<file path="src/rtl/sum_sq_accum_if.sv">
// Element-in / result-out stream bundle for the sum-of-squares engine.
// master drives elements and takes results; slave is the engine side.
interface sum_sq_accum_if #(
  parameter int unsigned WIDTH = 26
);
  logic             in_valid;
  logic             in_ready;
  logic [WIDTH-1:0] in_data;
  logic             out_valid;
  logic             out_ready;
  logic [WIDTH-1:0] out_data;
  logic             out_sat;

  modport master (
    output in_valid, in_data, out_ready,
    input  in_ready, out_valid, out_data, out_sat
  );

  modport slave (
    input  in_valid, in_data, out_ready,
    output in_ready, out_valid, out_data, out_sat
  );
endinterface

</file>
<file path="src/rtl/sum_sq_accum.sv">
// Sequential sum-of-squares of N_ELEM signed Q13.13 elements, unsigned Q13.13 result with
// round-half-up and sticky saturation; one radix-2 shift-add step per cycle.
module sum_sq_accum #(
  parameter int unsigned WIDTH  = 26,
  parameter int unsigned FRAC   = 13,
  parameter int unsigned N_ELEM = 4
) (
  input logic          clk,
  input logic          rst_n,
  sum_sq_accum_if.slave bus
);

  localparam int unsigned CntW = $clog2(N_ELEM + 1);
  localparam int unsigned BitW = $clog2(WIDTH + 1);
  localparam int unsigned RndW = 2 * WIDTH - FRAC + 1;
  localparam logic [WIDTH:0] AccMax = {1'b0, {WIDTH{1'b1}}};

  typedef enum logic [1:0] {StIdle, StMul, StAcc, StDone} state_e;

  state_e             state_q;
  logic [CntW-1:0]    count_q;
  logic [BitW-1:0]    bit_q;
  logic [WIDTH-1:0]   mcand_q;
  logic [2*WIDTH-1:0] prod_q;
  logic [WIDTH:0]     acc_q;
  logic               sat_q;
  logic               in_ready_q;
  logic               out_valid_q;
  logic [WIDTH-1:0]   out_data_q;
  logic               out_sat_q;

  logic [WIDTH-1:0] abs_in;
  logic [WIDTH:0]   step_sum;
  logic [RndW-1:0]  r_full;
  logic             r_big;
  logic [WIDTH:0]   acc_sum;
  logic             clamp;
  logic [WIDTH:0]   acc_next;
  logic             last_elem;

  // Most negative input maps to 2^(WIDTH-1), which still fits as unsigned.
  assign abs_in = bus.in_data[WIDTH-1] ? (~bus.in_data + WIDTH'(1)) : bus.in_data;

  // Upper half of prod_q accumulates; lower half holds the multiplier, consumed LSB first.
  assign step_sum = {1'b0, prod_q[2*WIDTH-1:WIDTH]} + (prod_q[0] ? {1'b0, mcand_q} : '0);

  // Adding the first discarded bit to the truncated value is round half up.
  assign r_full = {1'b0, prod_q[2*WIDTH-1:FRAC]} + RndW'(prod_q[FRAC-1]);
  assign r_big  = |r_full[RndW-1:WIDTH];

  always_comb begin
    acc_sum  = acc_q + {1'b0, r_full[WIDTH-1:0]};
    clamp    = r_big || (acc_sum > AccMax);
    acc_next = clamp ? AccMax : acc_sum;
  end

  assign last_elem = (count_q == CntW'(N_ELEM - 1));

  always_ff @(posedge clk or negedge rst_n) begin
    if (!rst_n) begin
      state_q     <= StIdle;
      count_q     <= '0;
      bit_q       <= '0;
      mcand_q     <= '0;
      prod_q      <= '0;
      acc_q       <= '0;
      sat_q       <= 1'b0;
      in_ready_q  <= 1'b0;
      out_valid_q <= 1'b0;
      out_data_q  <= '0;
      out_sat_q   <= 1'b0;
    end else begin
      unique case (state_q)
        StIdle: begin
          in_ready_q <= 1'b1;
          if (bus.in_valid && in_ready_q) begin
            mcand_q    <= abs_in;
            prod_q     <= {{WIDTH{1'b0}}, abs_in};
            bit_q      <= '0;
            in_ready_q <= 1'b0;
            state_q    <= StMul;
          end
        end
        StMul: begin
          prod_q <= {step_sum, prod_q[WIDTH-1:1]};
          bit_q  <= bit_q + BitW'(1);
          if (bit_q == BitW'(WIDTH - 1)) begin
            state_q <= StAcc;
          end
        end
        StAcc: begin
          acc_q   <= acc_next;
          sat_q   <= sat_q | clamp;
          count_q <= count_q + CntW'(1);
          if (last_elem) begin
            out_valid_q <= 1'b1;
            out_data_q  <= acc_next[WIDTH-1:0];
            out_sat_q   <= sat_q | clamp;
            state_q     <= StDone;
          end else begin
            in_ready_q <= 1'b1;
            state_q    <= StIdle;
          end
        end
        StDone: begin
          if (bus.out_ready) begin
            acc_q       <= '0;
            sat_q       <= 1'b0;
            count_q     <= '0;
            out_valid_q <= 1'b0;
            out_data_q  <= '0;
            out_sat_q   <= 1'b0;
            in_ready_q  <= 1'b1;
            state_q     <= StIdle;
          end
        end
        default: state_q <= StIdle;
      endcase
    end
  end

  assign bus.in_ready  = in_ready_q;
  assign bus.out_valid = out_valid_q;
  assign bus.out_data  = out_data_q;
  assign bus.out_sat   = out_sat_q;

endmodule

</file>
<file path="src/flat_wrapper.sv">
// flat-port wrapper written by rule: the top's interface ports become plain ports
module sum_sq_accum_flat 
#(
  parameter int unsigned WIDTH  = 26,
  parameter int unsigned FRAC   = 13,
  parameter int unsigned N_ELEM = 4
)
  (clk, rst_n, bus_in_valid, bus_in_data, bus_out_ready, bus_in_ready, bus_out_valid, bus_out_data, bus_out_sat);
  sum_sq_accum_if #(.WIDTH(WIDTH)) bus_i ();
  input logic clk;
  input logic rst_n;
  input wire logic [$bits(bus_i.in_valid)-1:0] bus_in_valid;
  input wire logic [$bits(bus_i.in_data)-1:0] bus_in_data;
  input wire logic [$bits(bus_i.out_ready)-1:0] bus_out_ready;
  output wire logic [$bits(bus_i.in_ready)-1:0] bus_in_ready;
  output wire logic [$bits(bus_i.out_valid)-1:0] bus_out_valid;
  output wire logic [$bits(bus_i.out_data)-1:0] bus_out_data;
  output wire logic [$bits(bus_i.out_sat)-1:0] bus_out_sat;
  assign bus_i.in_valid = bus_in_valid;
  assign bus_i.in_data = bus_in_data;
  assign bus_i.out_ready = bus_out_ready;
  assign bus_in_ready = bus_i.in_ready;
  assign bus_out_valid = bus_i.out_valid;
  assign bus_out_data = bus_i.out_data;
  assign bus_out_sat = bus_i.out_sat;
  sum_sq_accum #(.WIDTH(WIDTH), .FRAC(FRAC), .N_ELEM(N_ELEM)) u_core (.clk(clk), .rst_n(rst_n), .bus(bus_i));
endmodule
</file>
<file path="config.mk">
export PLATFORM = sky130hd
export DESIGN_NAME = sum_sq_accum_flat
export DESIGN_NICKNAME = d
export VERILOG_FILES = /design/src/rtl/sum_sq_accum_if.sv /design/src/rtl/sum_sq_accum.sv /design/src/flat_wrapper.sv
export SDC_FILE = /design/constraint.sdc
export NUM_CORES = 1
export LEC_CHECK = 0
export ABC_AREA = 0
export CAP_MARGIN = 25
export CORE_MARGIN = 1
export CORE_UTILIZATION = 35
export CTS_CLUSTER_DIAMETER = 60
export DETAILED_ROUTE_END_ITERATION = 8
export PLACE_DENSITY = 0.58
export SLEW_MARGIN = 20
export SYNTH_ARGS = -nofsm -noshare
export SYNTH_HDL_FRONTEND = slang
export SYNTH_SLANG_ARGS = --single-unit
</file>
<file path="constraint.sdc">
create_clock -name clk -period 4.94 [get_ports clk]
set_clock_uncertainty 0.1 [all_clocks]
set_input_delay 0.988 -clock clk [delete_from_list [all_inputs] [get_ports clk]]
set_output_delay 0.988 -clock clk [all_outputs]
set_load 0.02 [all_outputs]
</file>
# == Word-level counts from Yosys, hierarchy flattened ==
# Cells that the tools add are included.
# totals
reg_bits,145
out_inout_bits,29
# classes
add_sub_neg,6
magnitude_cmp,1
n_eq_ne,10
muxes,29
bitwise,2
reduce_logical,13
# ops
cell,count
2-to-1 mux 26 bit,4
one-hot mux 52 bit (2 select lines),1
2-to-1 mux 27 bit,2
one-hot mux 27 bit (2 select lines),1
2-to-1 mux 52 bit,1
one-hot mux 26 bit (2 select lines),1
adder 39 x 1 -> 40 bit,1
adder 26 x 27 -> 27 bit,1
adder 27 x 26 -> 27 bit,1
> comparator 27 x 26 -> 1 bit (second input constant),1
adder 26 x 1 -> 26 bit (second input constant),1
inverter 26 bit,1
OR reduction 14 bit,1
one-hot mux 5 bit (2 select lines),1
AND reduction 3 bit,3
2-to-1 mux 2 bit,4
one-hot mux 2 bit (4 select lines),1
2-to-1 mux 1 bit,6
inequality test 2 x 1 -> 1 bit (second input constant),3
one-hot mux 1 bit (2 select lines),3
one-hot mux 3 bit (2 select lines),1
AND reduction 2 bit,3
adder 5 x 1 -> 5 bit (second input constant),1
equality test 5 bit (second input constant),1
other kinds (14),17

# == Longest topological paths before layout ==
# Gate-level depths: netlist of run 1.
# depth
ltp_word,7
ltp_mapped,17
ltp_nobuf,15

# == Least setup slack after synthesis of run 1 ==
# OpenSTA, ideal clock, no wires.
# synth_timing
path_type,register to register
from,register u_core.prod_q[13]
to,register u_core.acc_q[22]
arrival_time_ns,3.364
required_ns,4.757
slack_ns,1.393
path_stages_with_launch,18
n_path_buf,2
path_cell_list,dfrtp_1 > ha_1 > ha_1 > nand3_4 > nor3_1 > nand3_1 > xnor2_1 > ha_1 > clkbuf_1 > nand4_1 > nor3_1 > a21oi_1 > o211ai_1 > a31oi_2 > xnor2_2 > buf_4 > nor3_2 > o21ai_0
# synth_between
elab_chain_cells,6
# synth_lines
item,line,rtl
from (decl),sum_sq_accum.sv:24,logic [2*WIDTH-1:0] prod_q;
from (signal assigned),sum_sq_accum.sv:78,"prod_q <= {{WIDTH{1'b0}}, abs_in};"
from (signal assigned),sum_sq_accum.sv:85,"prod_q <= {step_sum, prod_q[WIDTH-1:1]};"
adder 39 x 1 -> 40 bit *,sum_sq_accum.sv:48,"assign r_full = {1'b0, prod_q[2*WIDTH-1:FRAC]} + RndW'(prod_q[FRAC-1]);"
adder 27 x 26 -> 27 bit,sum_sq_accum.sv:52,"acc_sum = acc_q + {1'b0, r_full[WIDTH-1:0]};"
> comparator 27 x 26 -> 1 bit,sum_sq_accum.sv:53,clamp = r_big || (acc_sum > AccMax);
logical OR 1 bit,sum_sq_accum.sv:53,
2-to-1 mux 27 bit *,sum_sq_accum.sv:54,acc_next = clamp ? AccMax : acc_sum;
one-hot mux 27 bit (2 select lines) *,sum_sq_accum.sv:73,unique case (state_q)
to (signal assigned),sum_sq_accum.sv:92,acc_q <= acc_next;
to (decl),sum_sq_accum.sv:25,logic [WIDTH:0] acc_q;
# Mark *: on every way between the ends. The rest lies on a longest branch, timed or not.
# A chain may end at the register's enable or synchronous reset.

# == Worst setup path after layout of run 1 ==
# layout_timing
from,register u_core.prod_q[13]
to,register u_core.acc_q[2]
# Same word-level chain as after synthesis.

==> qor.txt, run 1 <==
Status = finished clean
Largest net degree at the start of global routing = 89
Async SR Flop Fraction = 100.0%
Height of the chip = 171.9 µm
Layout cells sized above 1 = 7.980%
Hold_sp = u_core.bus.out_data[19]
Leak pwr = 5.089 nW
Synth-to-Final Area Change = 14.80%
Synth top area share = 35.92%
Drt first pass iters = 5
Type of the worst min-delay path = flop to flop
Post-synth cell types = 78
RR Endpoint = u_core.acc_q[2]
EDFF count, synth = 0
Setup_tns = 0 ns
Least-Margin Pin Slew = 0.8982 ns
Cell area after layout = 11600 µm²
Max frequency = 245.5 MHz
Die area = 29550 µm²
Initial antenna violation count = 0
Most instantiated cells after synthesis = 145 x dfrtp_1, 139 x nand2_1, 138 x o21ai_0
CTS sink cnt = 145
Fillers = 2865
CP Class = flop to flop
Setup ws final = 0.8671 ns
Hold Path End = u_core.bus.out_data[19]
DP Area = 11010 µm²
Initial Utilization = 35.97%
Num CTS Buffers = 17
Via density = 5.437
Reg-to-reg startpoint = u_core.prod_q[13]
DRT iter0 DRCs = 664
Core footprint = 28090 µm²
Syn_area_per_cell = 8.694 µm²
Mapped Cells = 1162
Final period utilization = 82.45%
Routability cong. = 0.8790
Rel. slew slack = 40.12%
Top-count cell post-synth = dfrtp_1
H-tree depth = 4
Final setup viols = 0
DRC Markers = 0
WHS Path Cells = 2
GRT overflow = 0
Fin crit period = 4.073 ns
Ant diodes = 0
VDD IR max = 0.2254 mV
CTS tree = done
Vias post-DR = 8596
CTS Hold Bufs = 0
Nets = 1284
Final hold vios = 0
CP Capture Type = flop
Reg2Reg Depth = 16
RSZ-0062 raised after global routing = no
Worst-path clk slew = 0.06 ns
Gr usage total = 19.21%
Slew Limit Fails = 0
First-pass GRT wire length = 44530 µm
Seq/Total Area, Yosys = 35.92%
Post-CTS Setup Inserts = 0
Power Density = 662.4 nW/µm²
Routed len/inst = 17.03 µm
Top_reg_cell synth = dfrtp_1
Startpoint Class = flop
Placement Setup Slack = 0.8676 ns
Synth Warn # = 0
Multi-input logic area = 6117 µm²
Synth area leaders = dfrtp_1 36%, ha_1 7.7%, o21ai_0 6.8%
CP required = 5.18 ns
CTS resizes = 0
Drt total wl = 26920 µm
Cell Area, Synth = 10100 µm²
Worst-path maximum fanout = 20
Synth Net Count = 1256
Root buffer cell = clkbuf_16
Clock latency on the worst-skew pair = 0.43 ns
Post-DP HPWL = 19820 µm
Post-route ant nets = 0
Number of port buffers = 58
Vias in the first global route = 8216
Seq cells post-synth = 145
Storage cell area = 3628 µm²
I/O pin cnt = 59
R2r setup slk = 0.87 ns
Critical path arrival = 4.31 ns
Synth area leader = dfrtp_1
Total of max-cap violations = 0
Row cnt = 61
Chip Width = 171.9 µm
Longest Clk Path Bufs = 2
how the worst max path moves through the flow:
stage / from / endpoint / slack [ns] / depth (start not counted)
2_1_floorplan: u_core.prod_q[13] / u_core.acc_q[22] / 1.39 / 17
3_3_place_gp: bus_in_data[0] / u_core.prod_q[20] / 0.96 / 10
3_5_place_dp: u_core.prod_q[13] / u_core.acc_q[2] / 0.87 / 16
4_1_cts: u_core.prod_q[13] / u_core.acc_q[2] / 0.87 / 16
5_1_grt: u_core.prod_q[13] / u_core.acc_q[13] / 0.44 / 16
6_report: u_core.prod_q[13] / u_core.acc_q[2] / 0.87 / 16
layer usage:
metal | wire length (µm) | part of all wire (%) | GRT usage, %
met1 | 13580 | 50 | 27.80
met2 | 11920 | 44 | 29.72
met3 | 985 | 3.7 | 2.998
met4 | 433 | 1.6 | 4.694
met5 | 0 | 0 | 0
worst max-delay path, stage by stage (launching register included):
cell and delay [ns]:
dfrtp_1 0.39, ha_1 0.23, and3_1 0.21, nand2_1 0.18
nor2_1 0.32, nand4_1 0.16, xnor2_1 0.16, ha_1 0.39
a21o_1 0.19, a21o_1 0.17, a21oi_1 0.28, o211ai_1 0.14
a31oi_2 0.21, xnor2_2 0.18, buf_4 0.37, nor3_2 0.09
o21ai_0 0.20
layout make-up:
| cell class | count | area share (%) |
|---|---|---|
| clock inverter | 13 | 1.187 |
| clock buffer | 19 | 3.733 |
| multi-input combinational | 930 | 52.75 |
| timing repair buffer | 75 | 6.290 |
| tap | 378 | 4.078 |
| sequential | 145 | 31.29 |
| inverter | 21 | 0.6797 |
where the power goes:
group	switching, W	total [W]	internal (W)	leakage (nW)
sequential	0.000514	0.00221	0.00169	1.84
clock	0.000549	0.00129	0.000744	0.274
combinational	0.00248	0.00418	0.00170	2.98
registers in the layout (all words and copies together), names as in the netlist:
| register | count |
|---|---|
| u_core.prod_q | 52 |
| u_core.bit_q | 5 |
| u_core.mcand_q | 26 |
| u_core.count_q | 3 |
| u_core.bus.out_sat | 1 |
| u_core.sat_q | 1 |
| u_core.acc_q | 27 |
| u_core.bus.in_ready | 1 |
| u_core.bus.out_data | 26 |
| u_core.state_q | 2 |
| u_core.bus.out_valid | 1 |
logic make-up after synthesis:
family,synth area share [%]
flops,35.92
simple gates,21.91
buf+inv,3.555
fa+ha+maj,8.075
xor+xnor,7.964
mux,0.4211
compound gates,22.16
per-stage QoR:
step           power [W]  hold WS, ns  instances  util, %
2_1_floorplan   0.005258       0.3418       1162        -
3_3_place_gp    0.006336       0.3558       1548    39.21
3_5_place_dp    0.006384       0.3632       1548    39.21
4_1_cts         0.007706       0.3774       1580    41.24
5_1_grt         0.008366       0.3989       1581    41.29
6_report        0.007682       0.3740       1581    41.29
placed cells by master, fill, tap and decap left out, drive strengths merged, types with 45 or more instances in the layout:
cell	count
a21oi	59
o21ai	143
xnor2	46
dfrtp	145
clkdlybuf4s50	57
nor2	63
nand2	139
ha	62
xor2	45
nand3	55
No activity file was read; power rests on OpenSTA's default activity.
==> run 2, diff against run 1 <==
==> constraint.sdc (replaced) <==
create_clock -name clk -period 4.1 [get_ports clk]
set_clock_uncertainty 0.1 [all_clocks]
set_input_delay 0.82 -clock clk [delete_from_list [all_inputs] [get_ports clk]]
set_output_delay 0.82 -clock clk [all_outputs]
set_load 0.02 [all_outputs]
==> qor.txt, run 2 (synthesis gave the netlist of run 1 again) <==
DRC Markers = 0
Clock latency on the worst-skew pair = 0.44 ns
Clock Power Share = 17.5%
Routed len/inst = 17.16 µm
CTS Hold Bufs = 0
Final period utilization = 93.29%
Die area = 29550 µm²
DP Cell Count = 1565
DRT iter0 DRCs = 667
CP Class = flop to flop
Initial Utilization = 35.97%
Top Registers = u_core.prod_q: 52 flops, u_core.acc_q: 27 flops
Post-DP HPWL = 20420 µm
VDD IR max = 0.3048 mV
Synth-to-Final Area Change = 17.09%
Placement Setup Slack = 0.1998 ns
Switching share of total power = 45.33%
Final setup viols = 0
Leak pwr = 5.208 nW
Ant diodes = 0
Initial antenna violation count = 0
Post-route ant nets = 0
Row cnt = 61
GRT met3 Usage = 2.586%
Chip Width = 171.9 µm
Vias post-DR = 8758
CP required = 4.34 ns
Worst-path clk slew = 0.06 ns
Combinational Power Share = 55.2%
GR Util met2 = 29.47%
Sw Pwr = 0.004338 W
Slew Limit Fails = 0
Drt total wl = 27430 µm
Type of the worst min-delay path = input pin to asynchronous set/reset pin
CP Capture Type = flop
Worst-path maximum fanout = 18
Pwr Total = 0.009569 W
GRT overflow = 0
Root buffer cell = clkbuf_16
Nets = 1302
Sequential power share = 27.2%
Vias in the first global route = 8081
Setup ws final = 0.2750 ns
Height of the chip = 171.9 µm
Power Density = 809.0 nW/µm²
Rel. slew slack = 33.77%
Total of max-cap violations = 0
Status = finished clean
P_int = 0.005231 W
Drt first pass iters = 5
Max frequency = 261.4 MHz
Max FFs per register = 52
Least-Margin Pin Slew = 0.9934 ns
Startpoint Class = flop
Fin crit period = 3.825 ns
H-tree depth = 4
CTS tree = done
Most frequent cells in the layout = 145 x dfrtp_1, 138 x nand2_1, 138 x o21ai_0, 62 x nor2_1, 61 x ha_1
Final hold vios = 0
Commonest non-fill, non-tap cell in the layout = dfrtp_1
Core footprint = 28090 µm²
Via density = 5.481
Num CTS Buffers = 17
Final cell count without fillers = 1598
CTS sink cnt = 145
Largest net degree at the start of global routing = 78
Met1 Use GR = 27.93%
Layout cells sized above 1 = 9.590%
Longest Clk Path Bufs = 2
Largest Register = u_core.prod_q
Fin util = 42.12%
Number of port buffers = 58
First-pass GRT wire length = 44060 µm
Top Usage Layer GRT = met2
Routability cong. = 0.8953
Critical path arrival = 4.07 ns
I/O pin cnt = 59
Gr usage total = 19.11%
## run 2: timing repair
| item | 4_1_cts | 5_1_grt |
|---|---|---|
| setup buffers | 0 | 0 |
| resized for setup | 0 | 6 |
| endpoints found under the setup margin | 0 | 40 |
## run 2: final timing paths
kind / endpoint / start / cells past startpoint / slack, ns
setup / recovery: u_core.acc_q[6] / u_core.prod_q[13] / 16 / 0.27
hold / removal: u_core.count_q[0] / rst_n / 1 / 0.27
setup reg to reg: u_core.acc_q[6] / u_core.prod_q[13] / 16 / 0.27
hold reg to reg: u_core.mcand_q[12] / u_core.mcand_q[12] / 1 / 0.37
max in group asynchronous: u_core.prod_q[24] / rst_n / 2 / 2.75
min in group clk: u_core.mcand_q[12] / u_core.mcand_q[12] / 1 / 0.37
## run 2: per-layer routing
layer,vias to the layer above,routed length [µm]
met1,4266,13720
li1,4325,-
met5,-,0
met4,0,331
met3,14,968
met2,153,12410
## run 2: cell type report
class	count	area (µm²)
tap	378	473.0
clock inverter	12	180.2
fill	2867	16260
multi-input combinational	930	6151
clock buffer	19	432.9
inverter	21	78.83
sequential	145	3628
timing repair buffer	93	884.6
## run 2: stage by stage
stage	hold slack (ns)	setup TNS, ns	area [µm²]
after CTS	0.3060	0	11770
after global routing	0.3260	-0.006715	11830
after floorplan	0.3418	0	10100
final	0.2683	0	11830
after detailed placement	0.3597	0	11150
after global placement	0.3578	0	11150
## run 2: worst max-delay path: stages (launching register included)
cell and delay [ns]:
dfrtp_1 0.39, ha_1 0.22, ha_2 0.26, nand3_4 0.13, nor2_1 0.21, nand4_1 0.14, xnor2_1 0.25, ha_1 0.31
and2_1 0.26, a21o_1 0.19, a21oi_1 0.15, o211ai_1 0.16, a31oi_4 0.25, xnor2_4 0.20, buf_12 0.23, nor3_2 0.06
o21ai_0 0.20
## run 2: power by group through the flow
| stage | Clock (W) | Sequential [W] | Combinational [W] |
|---|---|---|---|
| finish | 0.00168 | 0.00261 | 0.00528 |
| floorplan | 0 | 0.00255 | 0.00379 |
| CTS | 0.00171 | 0.00260 | 0.00525 |
| detailed placement | 0 | 0.00262 | 0.00523 |
| global route | 0.00177 | 0.00269 | 0.00587 |
| global placement | 0 | 0.00261 | 0.00517 |
==> run 3, diff against run 2 <==
--- a/config.mk
+++ b/config.mk
@@ -12,7 +12,6 @@
 export CTS_CLUSTER_DIAMETER = 60
 export DETAILED_ROUTE_END_ITERATION = 8
 export PLACE_DENSITY = 0.58
-export SLEW_MARGIN = 20
 export SYNTH_ARGS = -nofsm -noshare
 export SYNTH_HDL_FRONTEND = slang
 export SYNTH_SLANG_ARGS = --single-unit
==> qor.txt, run 3 (synthesis gave the netlist of run 1 again) <==
Status = finished clean
Least-Margin Pin Slew = 0.9914 ns
CP Capture Type = flop
Longest Clk Path Bufs = 2
VDD IR max = 0.3046 mV
Layout cells sized above 1 = 9.590%
Number of port buffers = 58
Row cnt = 61
Setup_tns = 0 ns
Post-CTS Setup Inserts = 0
Max frequency = 260.7 MHz
Post-route ant nets = 0
Routability cong. = 0.8953
Initial Utilization = 35.97%
Nets = 1302
I/O pin cnt = 59
Initial antenna violation count = 0
Worst-path maximum fanout = 18
Synth-to-Final Area Change = 17.22%
Drt first pass iters = 5
Ant diodes = 0
Max FFs per register = 52
Total of max-cap violations = 0
Die area = 29550 µm²
Slowest stage delay, CP = 0.39 ns
Drt total wl = 27420 µm
Vias in the first global route = 8081
Fin crit period = 3.836 ns
Num CTS Buffers = 17
Rel. slew slack = 33.91%
Leak pwr = 5.214 nW
Routed len/inst = 17.16 µm
Placement Setup Slack = 0.1998 ns
DRT iter0 DRCs = 690
Post-DP HPWL = 20420 µm
Type of the worst min-delay path = input pin to asynchronous set/reset pin
First-pass GRT wire length = 44060 µm
CP dominant cell by count = ha_1
Final hold vios = 0
H-tree depth = 4
Slew Limit Fails = 0
Commonest non-fill, non-tap cell in the layout = dfrtp_1
Gr usage total = 19.11%
Via density = 5.467
GRT overflow = 0
Cell Chain, Critical Path = ha_1, ha_2, nand3_4, nor2_1, nand4_1, xnor2_1, ha_1, and2_1, a21o_1, a21oi_1, o211ai_1, a31oi_4, xnor2_4, buf_12, nor3_2, o21ai_0
Core footprint = 28090 µm²
CTS Hold Bufs = 0
CTS sink cnt = 145
CTS tree = done
Slowest-stage cell, CP = dfrtp_1
Worst-path clk slew = 0.06 ns
DRC Markers = 0
Largest Register = u_core.prod_q
Power Density = 808.8 nW/µm²
Largest net degree at the start of global routing = 78
Chip Width = 171.9 µm
Clock latency on the worst-skew pair = 0.44 ns
CP required = 4.34 ns
Setup ws final = 0.2642 ns
Height of the chip = 171.9 µm
Startpoint Class = flop
CP Class = flop to flop
Top Registers = u_core.prod_q: 52 flops, u_core.acc_q: 27 flops
Vias post-DR = 8737
Final setup viols = 0
Critical path arrival = 4.08 ns
Most frequent cells in the layout = 145 x dfrtp_1, 138 x nand2_1, 138 x o21ai_0, 62 x nor2_1, 61 x ha_1
Root buffer cell = clkbuf_16
Final period utilization = 93.56%
-- run 3: metrics by stage --
step                      hold WS (ns)  utilization [%]  std cells  area (µm²)  power [W]
after global placement          0.3578            39.71       1565       11150   0.007780
after floorplan                 0.3418                -       1162       10100   0.006335
final                           0.2681            42.16       1598       11840   0.009578
after detailed placement        0.3597            39.71       1565       11150   0.007852
after global routing            0.3260            42.16       1598       11840    0.01033
after CTS                       0.3060            41.89       1596       11770   0.009561
-- run 3: final cells by class --
type / instances / area [µm²]
clock buffer: 19 / 432.9
clock inverter: 12 / 180.2
fill: 2864 / 16250
inverter: 21 / 78.83
multi-input combinational: 930 / 6151
sequential: 145 / 3628
tap: 378 / 473.0
timing repair buffer: 93 / 897.1
-- run 3: metal layers --
layer | track usage [%] | wire length [µm] | up-vias
met1 | 27.93 | 13620 | 4232
met2 | 29.47 | 12440 | 169
met4 | 4.810 | 341 | 0
li1 | - | - | 4320
met3 | 2.586 | 1013 | 16
met5 | 0 | 0 | -
-- run 3: repair_timing --
item,CTS,global route
setup endpoints to repair,0,40
resized for setup,0,6
hold endpoints to repair,0,0
-- run 3: critical path, delay by kind of cell, from the launching register on --
family,cells,cell delay (ns)
buffers and inverters,1,0.23
xor gates and xnor gates,2,0.45
DFF,1,0.39
and+or+nand+nor,5,0.80
adders and majority gates,3,0.79
AOI/OAI and AO/OA,5,0.96
-- run 3: path summary, 6_finish.rpt --
| path | depth (start not counted) | startpoint | endpoint | slack (ns) |
|---|---|---|---|---|
| setup / recovery | 16 | u_core.prod_q[13] | u_core.acc_q[6] | 0.26 |
| hold / removal | 1 | rst_n | u_core.count_q[0] | 0.27 |
| setup reg to reg | 16 | u_core.prod_q[13] | u_core.acc_q[6] | 0.26 |
| hold reg to reg | 1 | u_core.mcand_q[12] | u_core.mcand_q[12] | 0.37 |
| max in group asynchronous | 2 | rst_n | u_core.mcand_q[12] | 2.74 |
| min in group clk | 1 | u_core.mcand_q[12] | u_core.mcand_q[12] | 0.37 |
-- run 3: power by group --
group	switching (W)	internal (W)	total (W)
sequential	0.000562	0.00204	0.00260
clock	0.000659	0.00102	0.00168
combinational	0.00312	0.00217	0.00529
